==> config.mk <==
export PLATFORM = sky130hd
export DESIGN_NAME = bru_predictor_flat
export DESIGN_NICKNAME = d
export VERILOG_FILES = /design/src/rtl/bru_predictor_if.sv /design/src/rtl/bru_predictor.sv /design/src/flat_wrapper.sv
export SDC_FILE = /design/constraint.sdc
export NUM_CORES = 2
export LEC_CHECK = 0
export CORE_MARGIN = 4
export CORE_UTILIZATION = 60
export CTS_CLUSTER_DIAMETER = 80
export DETAILED_ROUTE_END_ITERATION = 8
export PLACE_DENSITY = 0.79
export SLEW_MARGIN = 25
export SYNTH_ARGS = -nofsm -noshare
export SYNTH_HDL_FRONTEND = slang
export SYNTH_SLANG_ARGS = --single-unit
==> constraint.sdc <==
create_clock -name clk -period 12.56 [get_ports clk]
set_input_delay 1.256 -clock clk [delete_from_list [all_inputs] [get_ports clk]]
set_output_delay 1.256 -clock clk [all_outputs]
set_load 0.005 [all_outputs]
==> src/rtl/bru_predictor_if.sv <==
// Fetch-lookup / execute-resolve bundle between the core pipeline and the branch predictor.
// master = pipeline side, slave = predictor.
interface bru_predictor_if #(
  parameter int XLEN = 32
);
  logic [XLEN-1:0] f_pc;
  logic            f_pred_taken;
  logic [XLEN-1:0] f_pred_target;
  logic            ex_valid;
  logic [XLEN-1:0] ex_pc;
  logic [1:0]      ex_is_control;
  logic            ex_taken;
  logic [XLEN-1:0] ex_target;
  logic            ex_pred_taken;
  logic [XLEN-1:0] ex_pred_target;
  logic            redirect_valid;
  logic [XLEN-1:0] redirect_pc;
  logic [15:0]     mispredict_cnt;

  modport master (
    output f_pc, ex_valid, ex_pc, ex_is_control, ex_taken, ex_target,
           ex_pred_taken, ex_pred_target,
    input  f_pred_taken, f_pred_target, redirect_valid, redirect_pc, mispredict_cnt
  );

  modport slave (
    input  f_pc, ex_valid, ex_pc, ex_is_control, ex_taken, ex_target,
           ex_pred_taken, ex_pred_target,
    output f_pred_taken, f_pred_target, redirect_valid, redirect_pc, mispredict_cnt
  );
endinterface

==> src/rtl/bru_predictor.sv <==
// Direct-mapped BTB with 2-bit saturating counters; resolves mispredicts at execute
// and issues a registered one-cycle redirect plus a saturating mispredict count.
module bru_predictor #(
  parameter int         XLEN     = 32,
  parameter int         ENTRIES  = 16,
  parameter logic [1:0] CTR_INIT = 2'b01
) (
  input  logic clk,
  input  logic rst,
  bru_predictor_if.slave bus
);
  localparam int IDXW = $clog2(ENTRIES);
  localparam int TAGW = XLEN - IDXW - 2;
  localparam logic [XLEN-1:0] PC_INC = XLEN'(4);

  logic [ENTRIES-1:0]           valid_q, valid_d;
  logic [ENTRIES-1:0][TAGW-1:0] tag_q, tag_d;
  logic [ENTRIES-1:0][XLEN-1:0] tgt_q, tgt_d;
  logic [ENTRIES-1:0][1:0]      ctr_q, ctr_d;
  logic                         redirect_valid_q, redirect_valid_d;
  logic [XLEN-1:0]              redirect_pc_q, redirect_pc_d;
  logic [15:0]                  cnt_q, cnt_d;

  logic [IDXW-1:0] f_idx, ex_idx;
  logic [TAGW-1:0] f_tag, ex_tag;
  logic            f_hit, ex_hit, ex_ctl, mispredict;
  logic [XLEN-1:0] f_pc_inc, ex_pc_inc;

  // Lookup reads only registered state, so a same-cycle update is not visible here.
  assign f_idx    = bus.f_pc[IDXW+1:2];
  assign f_tag    = bus.f_pc[XLEN-1:IDXW+2];
  assign f_hit    = valid_q[f_idx] && (tag_q[f_idx] == f_tag);
  assign f_pc_inc = bus.f_pc + PC_INC;

  assign bus.f_pred_taken  = f_hit && ctr_q[f_idx][1];
  assign bus.f_pred_target = (f_hit && ctr_q[f_idx][1]) ? tgt_q[f_idx] : f_pc_inc;

  assign ex_idx    = bus.ex_pc[IDXW+1:2];
  assign ex_tag    = bus.ex_pc[XLEN-1:IDXW+2];
  assign ex_hit    = valid_q[ex_idx] && (tag_q[ex_idx] == ex_tag);
  assign ex_pc_inc = bus.ex_pc + PC_INC;
  assign ex_ctl    = (bus.ex_is_control != 2'b00);

  // Non-control instructions that were predicted taken are aliases of some branch entry.
  assign mispredict = bus.ex_valid &&
                      (ex_ctl ? ((bus.ex_pred_taken != bus.ex_taken) ||
                                 (bus.ex_taken && (bus.ex_pred_target != bus.ex_target)))
                              : bus.ex_pred_taken);

  always_comb begin
    valid_d = valid_q;
    tag_d   = tag_q;
    tgt_d   = tgt_q;
    ctr_d   = ctr_q;
    if (bus.ex_valid) begin
      if (ex_ctl) begin
        if (ex_hit) begin
          if (bus.ex_taken) begin
            ctr_d[ex_idx] = (ctr_q[ex_idx] == 2'b11) ? 2'b11 : ctr_q[ex_idx] + 2'd1;
            tgt_d[ex_idx] = bus.ex_target;
          end else begin
            ctr_d[ex_idx] = (ctr_q[ex_idx] == 2'b00) ? 2'b00 : ctr_q[ex_idx] - 2'd1;
          end
        end else if (bus.ex_taken) begin
          valid_d[ex_idx] = 1'b1;
          tag_d[ex_idx]   = ex_tag;
          tgt_d[ex_idx]   = bus.ex_target;
          ctr_d[ex_idx]   = 2'b10;
        end
      end else if (bus.ex_pred_taken && ex_hit) begin
        valid_d[ex_idx] = 1'b0;
      end
    end
  end

  always_comb begin
    redirect_valid_d = mispredict;
    redirect_pc_d    = redirect_pc_q;
    cnt_d            = cnt_q;
    if (mispredict) begin
      redirect_pc_d = (ex_ctl && bus.ex_taken) ? bus.ex_target : ex_pc_inc;
      if (cnt_q != 16'hFFFF) cnt_d = cnt_q + 16'd1;
    end
  end

  always_ff @(posedge clk) begin
    if (rst) begin
      valid_q          <= '0;
      tag_q            <= '0;
      tgt_q            <= '0;
      ctr_q            <= {ENTRIES{CTR_INIT}};
      redirect_valid_q <= 1'b0;
      redirect_pc_q    <= '0;
      cnt_q            <= '0;
    end else begin
      valid_q          <= valid_d;
      tag_q            <= tag_d;
      tgt_q            <= tgt_d;
      ctr_q            <= ctr_d;
      redirect_valid_q <= redirect_valid_d;
      redirect_pc_q    <= redirect_pc_d;
      cnt_q            <= cnt_d;
    end
  end

  assign bus.redirect_valid = redirect_valid_q;
  assign bus.redirect_pc    = redirect_pc_q;
  assign bus.mispredict_cnt = cnt_q;
endmodule

==> src/flat_wrapper.sv <==
// flat-port wrapper written by rule: the top's interface ports become plain ports
module bru_predictor_flat 
#(
  parameter int         XLEN     = 32,
  parameter int         ENTRIES  = 16,
  parameter logic [1:0] CTR_INIT = 2'b01
)
  (clk, rst, bus_f_pc, bus_ex_valid, bus_ex_pc, bus_ex_is_control, bus_ex_taken, bus_ex_target, bus_ex_pred_taken, bus_ex_pred_target, bus_f_pred_taken, bus_f_pred_target, bus_redirect_valid, bus_redirect_pc, bus_mispredict_cnt);
  bru_predictor_if #(.XLEN(XLEN)) bus_i ();
  input  logic clk;
  input  logic rst;
  input wire logic [$bits(bus_i.f_pc)-1:0] bus_f_pc;
  input wire logic [$bits(bus_i.ex_valid)-1:0] bus_ex_valid;
  input wire logic [$bits(bus_i.ex_pc)-1:0] bus_ex_pc;
  input wire logic [$bits(bus_i.ex_is_control)-1:0] bus_ex_is_control;
  input wire logic [$bits(bus_i.ex_taken)-1:0] bus_ex_taken;
  input wire logic [$bits(bus_i.ex_target)-1:0] bus_ex_target;
  input wire logic [$bits(bus_i.ex_pred_taken)-1:0] bus_ex_pred_taken;
  input wire logic [$bits(bus_i.ex_pred_target)-1:0] bus_ex_pred_target;
  output wire logic [$bits(bus_i.f_pred_taken)-1:0] bus_f_pred_taken;
  output wire logic [$bits(bus_i.f_pred_target)-1:0] bus_f_pred_target;
  output wire logic [$bits(bus_i.redirect_valid)-1:0] bus_redirect_valid;
  output wire logic [$bits(bus_i.redirect_pc)-1:0] bus_redirect_pc;
  output wire logic [$bits(bus_i.mispredict_cnt)-1:0] bus_mispredict_cnt;
  assign bus_i.f_pc = bus_f_pc;
  assign bus_i.ex_valid = bus_ex_valid;
  assign bus_i.ex_pc = bus_ex_pc;
  assign bus_i.ex_is_control = bus_ex_is_control;
  assign bus_i.ex_taken = bus_ex_taken;
  assign bus_i.ex_target = bus_ex_target;
  assign bus_i.ex_pred_taken = bus_ex_pred_taken;
  assign bus_i.ex_pred_target = bus_ex_pred_target;
  assign bus_f_pred_taken = bus_i.f_pred_taken;
  assign bus_f_pred_target = bus_i.f_pred_target;
  assign bus_redirect_valid = bus_i.redirect_valid;
  assign bus_redirect_pc = bus_i.redirect_pc;
  assign bus_mispredict_cnt = bus_i.mispredict_cnt;
  bru_predictor #(.XLEN(XLEN), .ENTRIES(ENTRIES), .CTR_INIT(CTR_INIT)) u_core (.clk(clk), .rst(rst), .bus(bus_i));
endmodule
# --- After elaboration in Yosys (flattened, before gate mapping) ---
# Cells that the tools add are included.
classes:
  n_addsub: 5
  multipliers: 0
  div_mod_pow: 0
  n_lt_le_gt_ge: 3
  eq_ne: 8
  shifts: 0
  n_mux: 38
  bitwise_logic: 7
  reduce_logical: 18
ops:
  columns: ["op", "count"]
  rows:
  - ["$bwmux W512", 1]
  - ["$bwmux W416", 1]
  - ["$mux W32", 7]
  - ["$bmux W26 S4", 2]
  - ["$bmux W32 S4", 1]
  - ["$demux W32 S4", 1]
  - ["$demux W26 S4", 1]
  - ["$mux W26", 3]
  - ["$add A32 B3 Y32 const B", 2]
  - ["$bwmux W32", 2]
  - ["$mux W16", 4]
  - ["$eq A26 B26 Y1", 2]
  - ["$and A16 B16 Y16", 2]
  - ["$ne A32 B32 Y1", 1]
  - ["$not A16 Y16", 2]
  - ["$or A16 B16 Y16", 2]
  - ["$add A16 B1 Y16 const B", 1]
  - ["$bmux W2 S4", 2]
  - ["$ne A16 B16 Y1 const B", 1]
  - ["$lt A4 B5 Y1 const B", 2]
  - ["$mux W2", 5]
  - ["$bmux W1 S4", 2]
  - ["$demux W2 S4", 1]
  - ["$logic_and A1 B1 Y1", 8]
  - ["other kinds (15)", 23]
word_totals:
  regBits: 1025
  latch_bits: 0
  ram_bits: 0
  mem_bits_ro: 0
  inputBits: 135
  output_inout_bits: 82
  mem_count: 0

# --- Logic depth before layout (Yosys ltp) ---
logic_depth:
  ltp_word: 8
  depth_mapped: 17
  ltp_nobuf: 10

# --- Least setup slack after synthesis ---
# No wires, ideal clock.
synth_timing:
  path_kind: "input to output"
  from: "in bus_f_pc[2]"
  to: "out bus_f_pred_target[23]"
  arrival_time_ns: 4.459
  setup_slack_ns: 6.845
  cell_stages: 10
  path_buffers: 3
  path_cell_list: "buf_4 -> buf_2 -> mux4_2 -> mux4_2 -> xnor2_1 -> nand3_1 -> or4_1 -> nor4_4 -> buf_4 -> mux2_2"
synth_via:
  elab_chain_len: 6
  word_cells_on_any_way: 13
  classes_between: "add/sub (1); eq/ne (1); mux (9); reduce/logical (2)"
synth_lines:
  columns: ["item", "line_no", "text"]
  rows:
  - ["from (decl)", "flat_wrapper.sv:12", "input wire logic [$bits(bus_i.f_pc)-1:0] bus_f_pc;"]
  - ["$bmux W26 S4", "bru_predictor.sv:32", "assign f_hit = valid_q[f_idx] && (tag_q[f_idx] == f_tag);"]
  - ["$mux W26 (implied by the code)", "bru_predictor.sv:32", null]
  - ["$eq A26 B26 Y1", "bru_predictor.sv:32", null]
  - ["$logic_and A1 B1 Y1", "bru_predictor.sv:32", null]
  - ["$logic_and A1 B1 Y1 (*)", null, null]
  - ["via bus_f_pred_taken", "flat_wrapper.sv:20", "output wire logic [$bits(bus_i.f_pred_taken)-1:0] bus_f_pred_taken;"]
  - ["$mux W32 (*)", "bru_predictor.sv:36", "assign bus.f_pred_target = (f_hit && ctr_q[f_idx][1]) ? tgt_q[f_idx] : f_pc_inc;"]
  - ["to (decl)", "flat_wrapper.sv:21", "output wire logic [$bits(bus_i.f_pred_target)-1:0] bus_f_pred_target;"]
# The timed path passes the listed nets; every way through them passes the cells marked *. The select of a mux whose other input is x is not followed.

# --- Final worst setup path ---
layout_timing:
  from: "in bus_f_pc[2]"
  to: "out bus_f_pred_target[16]"
layout_via:
  elab_chain_len: 6
  word_cells_on_any_way: 13
  classes_between: "add/sub (1); eq/ne (1); mux (9); reduce/logical (2)"
layout_lines:
  columns: ["item", "line_no"]
  rows:
  - ["$bmux W26 S4", "bru_predictor.sv:32"]
  - ["$mux W26 (implied by the code)", "bru_predictor.sv:32"]
  - ["$eq A26 B26 Y1", "bru_predictor.sv:32"]
  - ["$logic_and A1 B1 Y1", "bru_predictor.sv:32"]
  - ["$logic_and A1 B1 Y1", "bru_predictor.sv:36"]
  - ["$mux W32 (*)", "bru_predictor.sv:36"]
# Every way passes the cells marked *; elsewhere a longest branch is shown, timed or not. The select of a mux whose other input is x is not followed.

==> metrics.md <==
| Metric | Value |
|---|---|
| Run status | `complete, no violations` |
| Final number of setup-violating endpoints | `0` |
| Ratio of routed vias to standard cells | `roughly 6.7` |
| Global-route wire length before repair | `~260000 um` |
| Cell area after placement | `53500 sq um` |
| Layer with the highest usage | `met2` |
| Library cells used by synthesis | `56` |
| Width of the chip | `300 um` |
| Count of final max-slew check failures | `0` |
| Number of sinks on the clock net | `1025` |
| RD Place Congestion | `0.900` |
| Clock tree from TritonCTS | `built` |
| Synthesized netlist cell count | `5268` |
| Maximum clock insertion buffer count | `3` |
| CTS clk-pin slew, worst paths | `0.06 ns` |
| RSZ-0062 raised after global routing | `no` |
| Final routed wire length divided by cell count | `approximately 27 um` |
| Cell occurring most often along the worst timing path | `sky130_fd_sc_hd__mux4_2` |
| Post-cts sizing count | `0` |
| Total power per unit cell area | `126 nW/um^2` |
| Post-detailed-placement half-perimeter wirelength | `102000 um` |
| Count of H-tree levels built during CTS | `3` |
| Nets in the synthesized netlist | `around 5400` |
| Initial standard-cell utilization of the core | `0.608` |
| Startpoint types | `primary input` |
| Total wire length after detailed routing | `174000 um` |
| Number of maximum-capacitance violations | `0` |
| Vert. Die Dim | `300 um` |
| Syn avg cell area | `9.71 sq um` |
| Fin crit share | `0.620` |
| Required time of the critical path | `11.30 ns` |
| Clock tree root buffer cell | `sky130_fd_sc_hd__clkbuf_16` |
| Number of nets in the final layout | `5309` |
| Series of cell instances along the critical path | `buf_8 -> buf_12 -> mux4_2 -> mux4_2 -> xnor2_1 -> nand4_1 -> or4_1 -> nor4_4 -> buf_4 -> mux2_2 -> clkdlybuf4s50_1` |
| Kind of end point of the critical path | `output port` |
| Hold buffer count at cts | `0` |
| Data arrival time of the worst path | `approximately 6.5 ns` |
| Tightest slew margin relative to the limit | `0.301` |
| Worst hold path startpoint | `u_core.tgt_q[73]$_SDFFE_PP0P_` |
| Final non-filler cell area | `57200 sq um` |
| Critical-path top delay cell | `sky130_fd_sc_hd__buf_12` |
| Delay contributed by the slowest stage of the critical path | `0.64 ns` |
| Beginning of the worst register-to-register path | `u_core.tag_q[414]$_SDFFE_PP0P_` |
| I/O pins | `217` |
| Number of setup buffers added after CTS | `0` |
| Number of global-route vias before repair | `41500` |
| Overall die area | `89900 sq um` |
| Number of buffers created by CTS | `roughly 110` |
| Initial antenna violation count | `12` |
| Std-Cell Rows | `approximately 110` |
| Total track usage | `0.378` |
| Type of the tightest min-delay check | `flop to flop` |
| Maximum operating frequency | `128 MHz` |
| Insertion delay to the later sink of the worst-skew pair | `0.70 ns` |
| First-pass DRT Iterations | `7` |
| Core Region | `around 84000 sq um` |
| Crit path time final | `7.79 ns` |
| Largest voltage drop on the vdd net | `0.113 mV` |
| Synthesis-to-finish area growth | `11.9%` |
| Leakage power | `roughly 19 nW` |
| Via count | `42500` |
| Number of buffers added on ports | `around 220` |
| Remaining DRCs | `0` |
| Post-route setup slack | `between 4 and 5 ns` |
| Met1 layer usage reported by global route | `0.475` |
| Number of flops mapped to enable cells by yosys | `0` |
| Setup crit start | `bus_f_pc[2]` |
| Kind of critical path | `primary input to output port` |
| Worst setup slack after placement | `between 4 and 5 ns` |
| Yosys warnings | `0` |
| Number of design-rule violations left by the first detailed-router iteration | `6180` |
| Synth Cell Area | `51100 sq um` |
| Worst-path maximum fanout | `100` |
| Final hold viol count | `0` |
| Ratio of cells with drive above 1 in the final layout | `0.145` |
| Overflow left after global routing | `0` |
| Actual transition at the worst max-transition pin | `slightly above 1 ns` |
| Met3 track demand over resource | `0.125` |
| Antenna-violating nets left | `0` |
| Routing usage on met2 | `0.561` |
| Main synth FF type | `sky130_fd_sc_hd__dfxtp_1` |
| Fraction of the yosys area taken by sequential cells | `0.401` |
| FF+latch count, synth | `1025` |
| Total negative slack for setup checks | `0 ns` |
| Synth async-reset ratio | `0` |
| Layout Skew | `around 0.030 ns` |
| Largest net degree at the start of global routing | `between 150 and 200` |
## registers in the layout, summed over array words and instances (netlist names), named ones only
name,count
u_core.bus.redirect_valid,1
u_core.bus.redirect_pc,32
u_core.ctr_q,32
u_core.tgt_q,512
u_core.tag_q,416
u_core.bus.mispredict_cnt,16
## per-layer routing
layer	wire [um]	vias to the layer above
met5	93	-
met4	13700	16
met3	24800	867
met2	74600	3023
met1	61300	20600
li1	-	18100
## critical path: cells and delay by family
kind | cells | cell delay, ns
muxes | 3 | 1.50
xor gates and xnor gates | 1 | 0.25
and+or+nand+nor | 3 | 1.08
buffers and inverters | 4 | 2.22
## cells by family (layout without fill, tap and decap cells)
kind of cell,after synthesis,in the layout,synth area share
multiplexers,942,942,0.279
flip-flops,1025,1025,0.401
buffers and inverters,557,544,0.0468
adder cells (fa/ha/maj),7,7,0.00166
other,0,6,0
XOR/XNOR,164,164,0.0281
AO/OA/AOI/OAI,732,732,0.0787
AND/OR/NAND/NOR,1841,1841,0.165
## area by class of cell
class	instances	area, sq um
multi-input combinational	3686	28500
fill	6246	26900
sequential	1025	20500
clock buffer	149	3050
timing repair buffer	320	3000
tap	1134	1420
clock inverter	45	588
inverter	30	113
antenna	6	15.0
## where the power goes
group          total, mW  switching, mW  internal (mW)  leakage, nW
Combinational      0.619          0.387          0.233         8.65
Sequential          3.31         0.0281           3.28         8.27
Clock               3.29           1.39           1.91         1.79
Total               7.23           1.80           5.42         18.7
## cell usage in the layout (no fill, tap or decap), drive strengths merged, types with 7 or more instances in the layout
cell type	synthesis	routed
nand2	1119	1119
dfxtp	1025	1025
a21oi	552	552
mux2i	524	524
nand2b	444	444
mux4	382	382
clkdlybuf4s50	0	207
clkbuf	415	149
nor2	127	127
buf	112	113
xor2	84	84
xnor2	80	80
o21ai	71	71
nand3	48	48
mux2	36	36
inv	30	31
clkinv	0	30
nand4	24	24
a221oi	22	22
a221o	17	17
and3	16	16
o21bai	16	16
nor2b	15	15
nor4	11	11
nor3	10	10
bufinv	0	10
a31oi	9	9
a211oi	9	9
and4	8	8
o211ai	7	7
a22oi	7	7
## final timing paths
check,cells past startpoint,slack [ns],endpoint
setup / recovery,11,4.77,bus_f_pred_target[16]
hold / removal,2,0.45,u_core.tgt_q[73]$_SDFFE_PP0P_
setup reg to reg,11,7.80,u_core.tag_q[19]$_SDFFE_PP0P_
hold reg to reg,2,0.45,u_core.tgt_q[73]$_SDFFE_PP0P_
## cells in the mapped netlist, types with 17 or more instances
cell type | n | share of area
sky130_fd_sc_hd__buf_2 | 40 | 0.0039
sky130_fd_sc_hd__xor2_1 | 84 | 0.014
sky130_fd_sc_hd__clkbuf_1 | 415 | 0.030
sky130_fd_sc_hd__mux2_2 | 36 | 0.0079
sky130_fd_sc_hd__mux2i_1 | 524 | 0.10
sky130_fd_sc_hd__inv_1 | 29 | 0.0021
sky130_fd_sc_hd__nand2_1 | 1119 | 0.082
sky130_fd_sc_hd__nand4_1 | 24 | 0.0029
sky130_fd_sc_hd__a221o_1 | 17 | 0.0033
sky130_fd_sc_hd__mux4_2 | 382 | 0.17
sky130_fd_sc_hd__a221oi_1 | 22 | 0.0038
sky130_fd_sc_hd__nand2b_1 | 444 | 0.054
sky130_fd_sc_hd__a21oi_1 | 552 | 0.054
sky130_fd_sc_hd__buf_4 | 51 | 0.0075
sky130_fd_sc_hd__xnor2_1 | 80 | 0.014
sky130_fd_sc_hd__o21ai_0 | 58 | 0.0057
sky130_fd_sc_hd__dfxtp_1 | 1025 | 0.40
sky130_fd_sc_hd__nor2_1 | 112 | 0.0082
sky130_fd_sc_hd__nand3_1 | 48 | 0.0047
## stage by stage
step | total power [mW] | hold WS [ns] | util | instances
after floorplan | 3.74 | 0.433 | - | 5268
after global placement | 3.97 | 0.438 | 0.637 | 6194
after detailed placement | 3.98 | 0.443 | 0.637 | 6194
after CTS | 7.20 | 0.451 | 0.680 | 6388
after global routing | 7.38 | 0.466 | 0.681 | 6392
final | 7.23 | 0.451 | 0.681 | 6395
(Power assumes the default switching activity.)
